[config.mk]
export PLATFORM = sky130hd
export DESIGN_NAME = uart_rx_buffer
export DESIGN_NICKNAME = d
export VERILOG_FILES = /design/src/rtl/uart_pkg.sv /design/src/rtl/sync_fifo.sv /design/src/rtl/uart_rx_buffer.sv
export SDC_FILE = /design/constraint.sdc
export NUM_CORES = 1
export LEC_CHECK = 0
export CAP_MARGIN = 40
export CORE_ASPECT_RATIO = 0.7
export CORE_MARGIN = 10
export CORE_UTILIZATION = 35
export CTS_BUF_LIST = sky130_fd_sc_hd__clkbuf_2
export DETAILED_ROUTE_END_ITERATION = 7
export MAX_ROUTING_LAYER = met4
export SETUP_SLACK_MARGIN = 0.15
export SLEW_MARGIN = 25
export SYNTH_ARGS = -nofsm -noshare
export SYNTH_HDL_FRONTEND = slang
export SYNTH_HIERARCHICAL = 1
export SYNTH_SLANG_ARGS = --single-unit
[constraint.sdc]
create_clock -name clk -period 3.69 [get_ports clk]
set_clock_uncertainty 0.15 [all_clocks]
set_input_delay 0.5535 -clock clk [delete_from_list [all_inputs] [get_ports clk]]
set_output_delay 0.5535 -clock clk [all_outputs]
set_load 0.01 [all_outputs]
[src/rtl/uart_pkg.sv]
`default_nettype none
// ============================================================================
// Module      : uart_pkg
// Description : Shared UART constants and receiver state encoding.
// Revision    : 1.0 - initial release
// ============================================================================
package uart_pkg;

    localparam int UART_BYTE_W               = 8;
    localparam int UART_CLKS_PER_BIT_DEFAULT = 868;

    typedef enum logic [1:0] {
        IDLE  = 2'd0,
        START = 2'd1,
        DATA  = 2'd2,
        STOP  = 2'd3
    } rx_state_t;

endpackage
`default_nettype wire

[src/rtl/sync_fifo.sv]
`default_nettype none
// ============================================================================
// Module      : sync_fifo
// Description : Single-clock first-word-fall-through FIFO with occupancy count.
// Revision    : 1.0 - initial release
// ============================================================================
module sync_fifo #(
    parameter int WIDTH = 8,
    parameter int AW    = 4
) (
    input  logic            clk,
    input  logic            rstn,
    input  logic            i_push,
    input  logic            i_pop,
    input  logic [WIDTH-1:0] i_wdata,
    output logic [WIDTH-1:0] o_rdata,
    output logic            o_full,
    output logic            o_empty,
    output logic [AW:0]     o_count
);

    localparam int c_depth = 2 ** AW;

    logic [WIDTH-1:0] r_mem [c_depth];
    logic [AW-1:0]    r_wr_ptr;
    logic [AW-1:0]    r_rd_ptr;
    logic [AW:0]      r_count;
    logic             w_full;
    logic             w_empty;
    logic             w_do_push;
    logic             w_do_pop;

    assign w_full    = (r_count == (AW+1)'(c_depth));
    assign w_empty   = (r_count == '0);
    assign w_do_pop  = i_pop && !w_empty;
    // A pop in the same cycle frees the slot, so a full FIFO still accepts the push.
    assign w_do_push = i_push && (!w_full || w_do_pop);

    assign o_full  = w_full;
    assign o_empty = w_empty;
    assign o_count = r_count;
    assign o_rdata = r_mem[r_rd_ptr];

    always_ff @(posedge clk) begin
        if (w_do_push) begin
            r_mem[r_wr_ptr] <= i_wdata;
        end
    end

    always_ff @(posedge clk or negedge rstn) begin
        if (!rstn) begin
            r_wr_ptr <= '0;
            r_rd_ptr <= '0;
            r_count  <= '0;
        end else begin
            if (w_do_push) begin
                r_wr_ptr <= r_wr_ptr + 1'b1;
            end
            if (w_do_pop) begin
                r_rd_ptr <= r_rd_ptr + 1'b1;
            end
            case ({w_do_push, w_do_pop})
                2'b10:   r_count <= r_count + 1'b1;
                2'b01:   r_count <= r_count - 1'b1;
                default: r_count <= r_count;
            endcase
        end
    end

endmodule
`default_nettype wire

[src/rtl/uart_rx_buffer.sv]
`default_nettype none
// ============================================================================
// Module      : uart_rx_buffer
// Description : 8N1 UART receiver feeding a FWFT byte queue for the core.
// Revision    : 1.0 - initial release
// ============================================================================
module uart_rx_buffer
    import uart_pkg::*;
#(
    parameter int CLKS_PER_BIT = UART_CLKS_PER_BIT_DEFAULT,
    parameter int FIFO_AW      = 4
) (
    input  logic                   clk,
    input  logic                   rstn,
    input  logic                   rxd,
    output logic [UART_BYTE_W-1:0] rxdata,
    output logic                   rx_valid,
    input  logic                   rx_pop,
    output logic                   overrun,
    output logic                   frame_err,
    input  logic                   err_clr
);

    localparam int                c_cnt_w   = $clog2(CLKS_PER_BIT);
    localparam logic [c_cnt_w-1:0] c_half_m1 = c_cnt_w'(CLKS_PER_BIT / 2 - 1);
    localparam logic [c_cnt_w-1:0] c_bit_m1  = c_cnt_w'(CLKS_PER_BIT - 1);
    localparam logic [2:0]         c_last_bit = 3'(UART_BYTE_W - 1);

    rx_state_t              r_state;
    logic [c_cnt_w-1:0]     r_cnt;
    logic [2:0]             r_bit_idx;
    logic [UART_BYTE_W-1:0] r_shift;
    logic                   r_sync1;
    logic                   r_rxs;
    logic                   r_rxs_prev;
    logic                   r_overrun;
    logic                   r_frame_err;

    logic                   w_stop_sample;
    logic                   w_push;
    logic                   w_frame_evt;
    logic                   w_overrun_evt;
    logic                   w_full;
    logic                   w_empty;
    logic [FIFO_AW:0]       w_count;
    logic [UART_BYTE_W-1:0] w_head;

    always_ff @(posedge clk or negedge rstn) begin
        if (!rstn) begin
            r_sync1    <= 1'b1;
            r_rxs      <= 1'b1;
            r_rxs_prev <= 1'b1;
        end else begin
            r_sync1    <= rxd;
            r_rxs      <= r_sync1;
            r_rxs_prev <= r_rxs;
        end
    end

    always_ff @(posedge clk or negedge rstn) begin
        if (!rstn) begin
            r_state   <= IDLE;
            r_cnt     <= '0;
            r_bit_idx <= '0;
            r_shift   <= '0;
        end else begin
            case (r_state)
                IDLE: begin
                    if (r_rxs_prev && !r_rxs) begin
                        r_state <= START;
                        r_cnt   <= '0;
                    end
                end
                START: begin
                    // Mid-start-bit recheck rejects short low glitches.
                    if (r_cnt == c_half_m1) begin
                        r_cnt     <= '0;
                        r_bit_idx <= '0;
                        r_state   <= r_rxs ? IDLE : DATA;
                    end else begin
                        r_cnt <= r_cnt + 1'b1;
                    end
                end
                DATA: begin
                    if (r_cnt == c_bit_m1) begin
                        r_cnt              <= '0;
                        r_shift[r_bit_idx] <= r_rxs;
                        if (r_bit_idx == c_last_bit) begin
                            r_state <= STOP;
                        end else begin
                            r_bit_idx <= r_bit_idx + 1'b1;
                        end
                    end else begin
                        r_cnt <= r_cnt + 1'b1;
                    end
                end
                STOP: begin
                    if (r_cnt == c_bit_m1) begin
                        r_cnt   <= '0;
                        r_state <= IDLE;
                    end else begin
                        r_cnt <= r_cnt + 1'b1;
                    end
                end
                default: r_state <= IDLE;
            endcase
        end
    end

    // The push lands on the stop-sample edge itself, so the byte is visible next cycle.
    assign w_stop_sample = (r_state == STOP) && (r_cnt == c_bit_m1);
    assign w_push        = w_stop_sample && r_rxs;
    assign w_frame_evt   = w_stop_sample && !r_rxs;
    assign w_overrun_evt = w_push && w_full && !rx_pop;

    always_ff @(posedge clk or negedge rstn) begin
        if (!rstn) begin
            r_overrun   <= 1'b0;
            r_frame_err <= 1'b0;
        end else begin
            if (w_overrun_evt) begin
                r_overrun <= 1'b1;
            end else if (err_clr) begin
                r_overrun <= 1'b0;
            end
            if (w_frame_evt) begin
                r_frame_err <= 1'b1;
            end else if (err_clr) begin
                r_frame_err <= 1'b0;
            end
        end
    end

    sync_fifo #(
        .WIDTH (UART_BYTE_W),
        .AW    (FIFO_AW)
    ) u_fifo (
        .clk     (clk),
        .rstn    (rstn),
        .i_push  (w_push),
        .i_pop   (rx_pop),
        .i_wdata (r_shift),
        .o_rdata (w_head),
        .o_full  (w_full),
        .o_empty (w_empty),
        .o_count (w_count)
    );

    assign rxdata    = w_empty ? '0 : w_head;
    assign rx_valid  = (w_count != '0);
    assign overrun   = r_overrun;
    assign frame_err = r_frame_err;

endmodule
`default_nettype wire

=== Yosys cells after proc, flatten, opt, wreduce, memory -nomap -nowiden ===
Memories as Yosys holds them, arrays and structs flattened.
Cells that the tools add are included.
W data, S select, Z words.

* Register bits: 41
* Latch bits: 0
* Memory bits (writable): 128
* Memory bits (read-only): 0
* Output and inout port bits: 11
* Logic and storage cells: 86
* Memories: 1

* $add $sub $neg: 6
* Multiply operators: 0
* Divide/modulo/power cells: 0
* Magnitude comparators: 2
* Equal/unequal tests: 15
* Shift-type cells: 0
* Multiplexer cells: 25
* Bitwise logic cells: 0
* Reduce and logical (&&, ||, !) cells: 25

{| class="wikitable"
|+ Memories
! name !! depth !! width !! rd ports !! clocked after memory_dff !! write ports !! RTL line !! text
|-
| u_fifo.r_mem || 16 || 8 || 1 || 0 || 1 || sync_fifo.sv:24 || <nowiki>logic [WIDTH-1:0] r_mem [c_depth];</nowiki>
|}

{| class="wikitable"
|+ Operator list
! operator !! count
|-
| $mux W10 || 3
|-
| $pmux W10 S3 || 1
|-
| $mux W2 || 6
|-
| $ne A2 B2 Y1 const B || 6
|-
| $add A10 B1 Y10 const B || 1
|-
| $eq A10 B10 Y1 const B || 1
|-
| $eq A10 B9 Y1 const B || 1
|-
| $pmux W5 S2 || 1
|-
| $logic_and A1 B1 Y1 || 9
|-
| $mux W3 || 3
|-
| $add A4 B1 Y4 const B || 2
|-
| $bwmux W8 || 1
|-
| $mux W8 || 1
|-
| $pmux W2 S4 || 1
|-
| $reduce_bool A2 Y1 || 4
|-
| $eq A2 B2 Y1 const B || 3
|-
| $mux W1 || 6
|-
| $pmux W3 S2 || 1
|-
| $add A5 B1 Y5 const B || 1
|-
| $eq A5 B5 Y1 const B || 1
|-
| $logic_not A5 Y1 || 1
|-
| $reduce_and A5 Y1 || 1
|-
| $reduce_bool A5 Y1 || 1
|-
| $sub A5 B1 Y5 const B || 1
|-
| other kinds (12) || 16
|}

=== Longest topological paths before layout ===
* Depth in word-level cells: 7
* Depth in mapped cells: 13

=== Modules after synthesis ===
The synthesis kept the hierarchy.

{| class="wikitable"
|+ By module, submodules not included
! module !! times used !! cells each !! area an instance (µm²)
|-
| sync_fifo || 1 || 306 || 5835.6
|-
| uart_rx_buffer || 1 || 158 || 1570.3
|}

=== Worst setup path before layout ===
No wires, ideal clock.

* Path type: register to register
* Start: register r_cnt[0]
* End: register u_fifo.r_count[3], in the netlist u_fifo/o_count[3]
* Setup time: 0.122 ns
* Data arrival time: 2.749 ns
* Setup slack: 0.669 ns
* Stages on the path, launching flop included: 14
* Path buffers: 2
* Period minus slack after synthesis: 3.021 ns
* Cells stage by stage: dfrtp_1 ha_1 nor4b_4 nand3_1 nor3_1 clkbuf_1 buf_2 or2_2 inv_1 ha_1 a21o_1 a21oi_1 xnor2_1 a32o_1

* Word-level cells in the longest chain between the ends: 6
* Elaborated cells between the ends (all ways): 8
* Those cells by class: eq/ne: 3; mux: 1; reduce/logical: 4

{| class="wikitable"
|+ RTL lines
! what !! RTL line !! text
|-
| start: declaration || uart_rx_buffer.sv:30 || <nowiki>logic [c_cnt_w-1:0] r_cnt;</nowiki>
|-
| start signal: assignment || uart_rx_buffer.sv:81 || <nowiki>r_cnt <= r_cnt + 1'b1;</nowiki>
|-
| start signal: assignment || uart_rx_buffer.sv:94 || <nowiki>r_cnt <= r_cnt + 1'b1;</nowiki>
|-
| start signal: assignment || uart_rx_buffer.sv:102 || <nowiki>r_cnt <= r_cnt + 1'b1;</nowiki>
|-
| $eq A10 B10 Y1 * || uart_rx_buffer.sv:111 || <nowiki>assign w_stop_sample = (r_state == STOP) && (r_cnt == c_bit_m1);</nowiki>
|-
| $logic_and A1 B1 Y1 * || uart_rx_buffer.sv:111 ||
|-
| $logic_and A1 B1 Y1 * || uart_rx_buffer.sv:112 || <nowiki>assign w_push = w_stop_sample && r_rxs;</nowiki>
|-
| named net w_push || uart_rx_buffer.sv:40 || <nowiki>logic w_push;</nowiki>
|-
| $logic_and A1 B1 Y1 * || sync_fifo.sv:37 || <nowiki>assign w_do_push = i_push && (!w_full || w_do_pop);</nowiki>
|-
| $eq A2 B1 Y1 / $eq A2 B2 Y1 (equally long branches) || sync_fifo.sv:62 || <nowiki>case ({w_do_push, w_do_pop})</nowiki>
|-
| $pmux W5 S2 / $reduce_bool A2 Y1 (equally long branches) || - ||
|-
| end signal: assignment || sync_fifo.sv:63 || <nowiki>2'b10: r_count <= r_count + 1'b1;</nowiki>
|-
| end signal: assignment || sync_fifo.sv:64 || <nowiki>2'b01: r_count <= r_count - 1'b1;</nowiki>
|-
| end signal: assignment || sync_fifo.sv:65 || <nowiki>default: r_count <= r_count;</nowiki>
|-
| end: declaration || sync_fifo.sv:27 || <nowiki>logic [AW:0] r_count;</nowiki>
|}

Mark *: on every way through the listed nets, which the timed path passes. The rest lies on a longest branch.
A chain may end at the register's enable or synchronous reset.

=== Worst setup path after layout ===
* Start: register u_fifo.r_rd_ptr[0]
* End: output rxdata[6]

* Word-level cells in the longest chain between the ends: 2

{| class="wikitable"
|+ RTL lines
! what !! RTL line !! text
|-
| start: declaration || sync_fifo.sv:26 || <nowiki>logic [AW-1:0] r_rd_ptr;</nowiki>
|-
| start signal: assignment || sync_fifo.sv:60 || <nowiki>r_rd_ptr <= r_rd_ptr + 1'b1;</nowiki>
|-
| $mem_v2 Z16 W8 || - ||
|-
| named net w_head[6] || uart_rx_buffer.sv:46 || <nowiki>logic [UART_BYTE_W-1:0] w_head;</nowiki>
|-
| $mux W8 || uart_rx_buffer.sv:149 || <nowiki>assign rxdata = w_empty ? '0 : w_head;</nowiki>
|-
| end: declaration || uart_rx_buffer.sv:16 || <nowiki>output logic [UART_BYTE_W-1:0] rxdata,</nowiki>
|}

The timed path passes the listed nets, and every way through them passes these cells.

==> metrics.md <==
| Metric | Value |
|---|---|
| First-pass GRT wire length | ~25,000 um |
| Setup TNS | 0 ns |
| Number of global-route vias before repair | between 4,000 and 5,000 |
| Hold Vio Cnt, Final | 0 |
| Ys async rst share | approximately a quarter |
| R2R Setup Slk | ~0.8 ns |
| Worst skew pair latency | 0.74 ns |
| Synth cell types | 67 |
| Total wire length | around 16,000 um |
| RSZ-0062 raised after global routing | yes |
| Arr. time, crit path | around 2.7 ns |
| CTS Sinks | approximately 170 |
| DP HPWL | about 9800 um |
| Area Overhead vs Synth | 14.33% |
| Hold WS | roughly 0.11 ns |
| RD Place Congestion | 0.7955 |
| Main synth FF type | edfxtp_1 |
| Kind of start point of the critical path | flop |
| Worst Path Max Fanout | 9 |
| EDFF count, synth | between 100 and 150 |
| Leak | between 3 and 4 nW |
| Drt first pass iters | 4 |
| Setup ws final | about 0.25 ns |
| Synthesis Warnings | 6 |
| Die X | about 190 um |
| Starting Density | between 30 and 40% |
| Final setup fails | 0 |
| Hold Crit Class | in2async |
| Die area | 27,470 um^2 |
| Number of port buffers | 15 |
| VDD IR max | between 0.0002 and 0.00025 V |
| CTS tree | yes |
| Final worst path period need | 3.442 ns |
| 1st-iter DRT viols | 365 |
| Syn Area/Cell | around 16 um^2 |
| Mapped Cells | between 400 and 500 |
| Critical path data required time | between 2 and 3 ns |
| Worst r2r src | r_cnt[0] |
| Sequential area share after synthesis | between 60% and 70% |
| Share of layout cells above drive strength 1 | roughly a quarter |
| DR DRC count | 0 |
| Crit path kind | reg2out |
| Largest net degree at the start of global routing | 36 |
| Initial antenna violation count | 1 |
| Endpoint class of the critical path | primary output |
| WL/cell | slightly below 20 um |
| Core Box Area | between 20,000 and 25,000 um^2 |
| Post-synthesis net count | 482 |
| Max clock buf depth | 2 |
| Fmax | between 200 and 300 MHz |
| Vias per Instance | between 5 and 6 |
| Antenna viol nets, final | 0 |
| Nets | approximately 540 |
| R2R depth | 11 |
| Worst-margin pin slew | 0.8792 ns |
| MaxCap Viol Count | 0 |
| FF-to-FF End | u_fifo/o_count[3] |
| GR Util All Layers | about an eighth |
| Pwr dens | roughly 570 nW/um^2 |
| Fin. max-slew vios | 0 |
| H-tree depth | 4 |
| Worst-path clk slew | about 0.23 ns |
| Cell Area, Synth | approximately 7400 um^2 |
| Final std cells w/o fill | 807 |
| DR vias | 4,166 |
| Pwr Total | 4.837 mW |
| Outcome | finished clean |
| Die Y | 141.7 um |
| Num CTS Buffers | 17 |
| GRT overflow | 0 |
| Site row count | 44 |
| Ports | 16 |
| Relative slew slack | 41.17% |
| Period utilization | approximately 93% |
| DP Cell Count | ~760 |
| Place WS | roughly 0.57 ns |
| Clock Tree Root | clkbuf_2 |
| #FFs+latches synth | 169 |
## cells in the final DEF, fill, tap and decap left out, drive strengths merged, types with 13 or more instances in the layout
cell type	Yosys	final
nor2b	14	14
nand2	35	35
mux4	32	32
o21ai	13	13
nor3	15	15
inv	16	20
edfxtp	128	128
nor2	23	23
buf	12	36
dfrtp	38	38
clkbuf	6	25
a22oi	17	17
## critical path, stage by stage, from the launching register on
cell and delay, ns:
dfrtp_2 0.47, buf_6 0.13, buf_16 0.13, buf_4 0.13, mux4_2 0.52, a22oi_2 0.16
nand2_1 0.09, nor2b_1 0.14, clkdlybuf4s15_1 0.23
## flip-flops by register name, indices dropped and copies added (netlist names), named ones only
register,flops
overrun,1
r_shift,8
r_cnt,10
u_fifo/o_count,5
r_rxs_prev,1
u_fifo/r_mem,128
u_fifo/r_wr_ptr,4
frame_err,1
r_bit_idx,3
u_fifo/r_rd_ptr,4
r_rxs,1
r_sync1,1
r_state,1
## worst max-delay path by stage
stage,from,end,cells past startpoint
6_report,u_fifo/r_rd_ptr[0],rxdata[6],8
5_1_grt,u_fifo/r_rd_ptr[0],rxdata[6],8
4_1_cts,u_fifo/r_rd_ptr[0],rxdata[4],8
3_5_place_dp,u_fifo/r_rd_ptr[0],rxdata[4],6
3_3_place_gp,u_fifo/r_rd_ptr[0],rxdata[4],6
2_1_floorplan,r_cnt[0],u_fifo/o_count[3],13
## cell type report
cell class	instances	area, um^2
Timing Repair Buffer	53	526.8
Clock buffer	18	90.09
Tap cell	276	345.3
Antenna cell	1	2.502
Fill cell	1853	12290
Inverter	16	60.06
Multi-Input combinational cell	260	2399
Sequential cell	169	4875
Clock inverter	14	168.9
## cells in the mapped netlist, drive strengths merged (2+ instances only)
library cell	n	area, um^2
o221ai	2	17.52
dfstp	3	78.83
xnor2	9	78.83
or3	2	17.52
edfxtp	128	3844
buf	12	93.84
mux2i	2	20.02
a21oi	3	15.01
o211ai	8	60.06
mux4	32	762.0
inv	16	60.06
o21ai	13	76.32
clkbuf	6	22.52
a22oi	17	127.6
and2	5	33.78
ha	12	150.1
mux2	10	112.6
nand3	12	65.06
nand2	35	131.4
nor4b	4	56.30
nand2b	7	43.79
dfrtp	38	950.9
a32o	3	30.03
o22ai	3	18.77
nor2	23	86.33
nor2b	14	87.58
or2	2	12.51
nor4	3	33.78
nor3	15	75.07
a31oi	2	12.51
nand4	2	18.77
## logic make-up (layout without fill, tap and decap cells)
family                     Yosys count  in the layout  synth area share (%)
buffers and inverters               35            101                 2.500
and+or+nand+nor                    131            131                 9.765
muxes                               44             44                 12.08
other                                0              1                     0
adders and majority gates           13             13                 2.298
AOI/OAI and AO/OA                   62             62                 6.370
DFF                                169            169                 65.81
xor gates and xnor gates            10             10                 1.183
## metal layers
layer	track usage, %	wire [um]
met2	18.27	7453
met4	3.916	214
met3	2.260	601
met5	-	0
met1	15.50	7486
## what timing repair did
item | CTS | global route
setup endpoints to repair | 8 | 7
hold buffers | 2 | 0
endpoints found under the hold margin | 41 | 0
pin swaps | 2 | 7
cloned | 2 | 1
gates resized for setup | 25 | 20
buffers inserted | 10 | 1
## power breakdown
group	leakage [nW]	total (mW)	switching, mW	internal, mW
Combinational	1.15	1.53	0.763	0.769
Sequential	1.72	2.27	0.157	2.11
Clock	0.149	1.04	0.654	0.385
Total	3.01	4.84	1.57	3.26
## stage by stage
step                      util, %  instance area, um^2
after global routing        40.79                 8467
after floorplan                 -                 7406
final                       40.79                 8467
after detailed placement    38.49                 7988
after global placement      38.32                 7953
after CTS                   40.64                 8434
(Power assumes the default switching activity.)
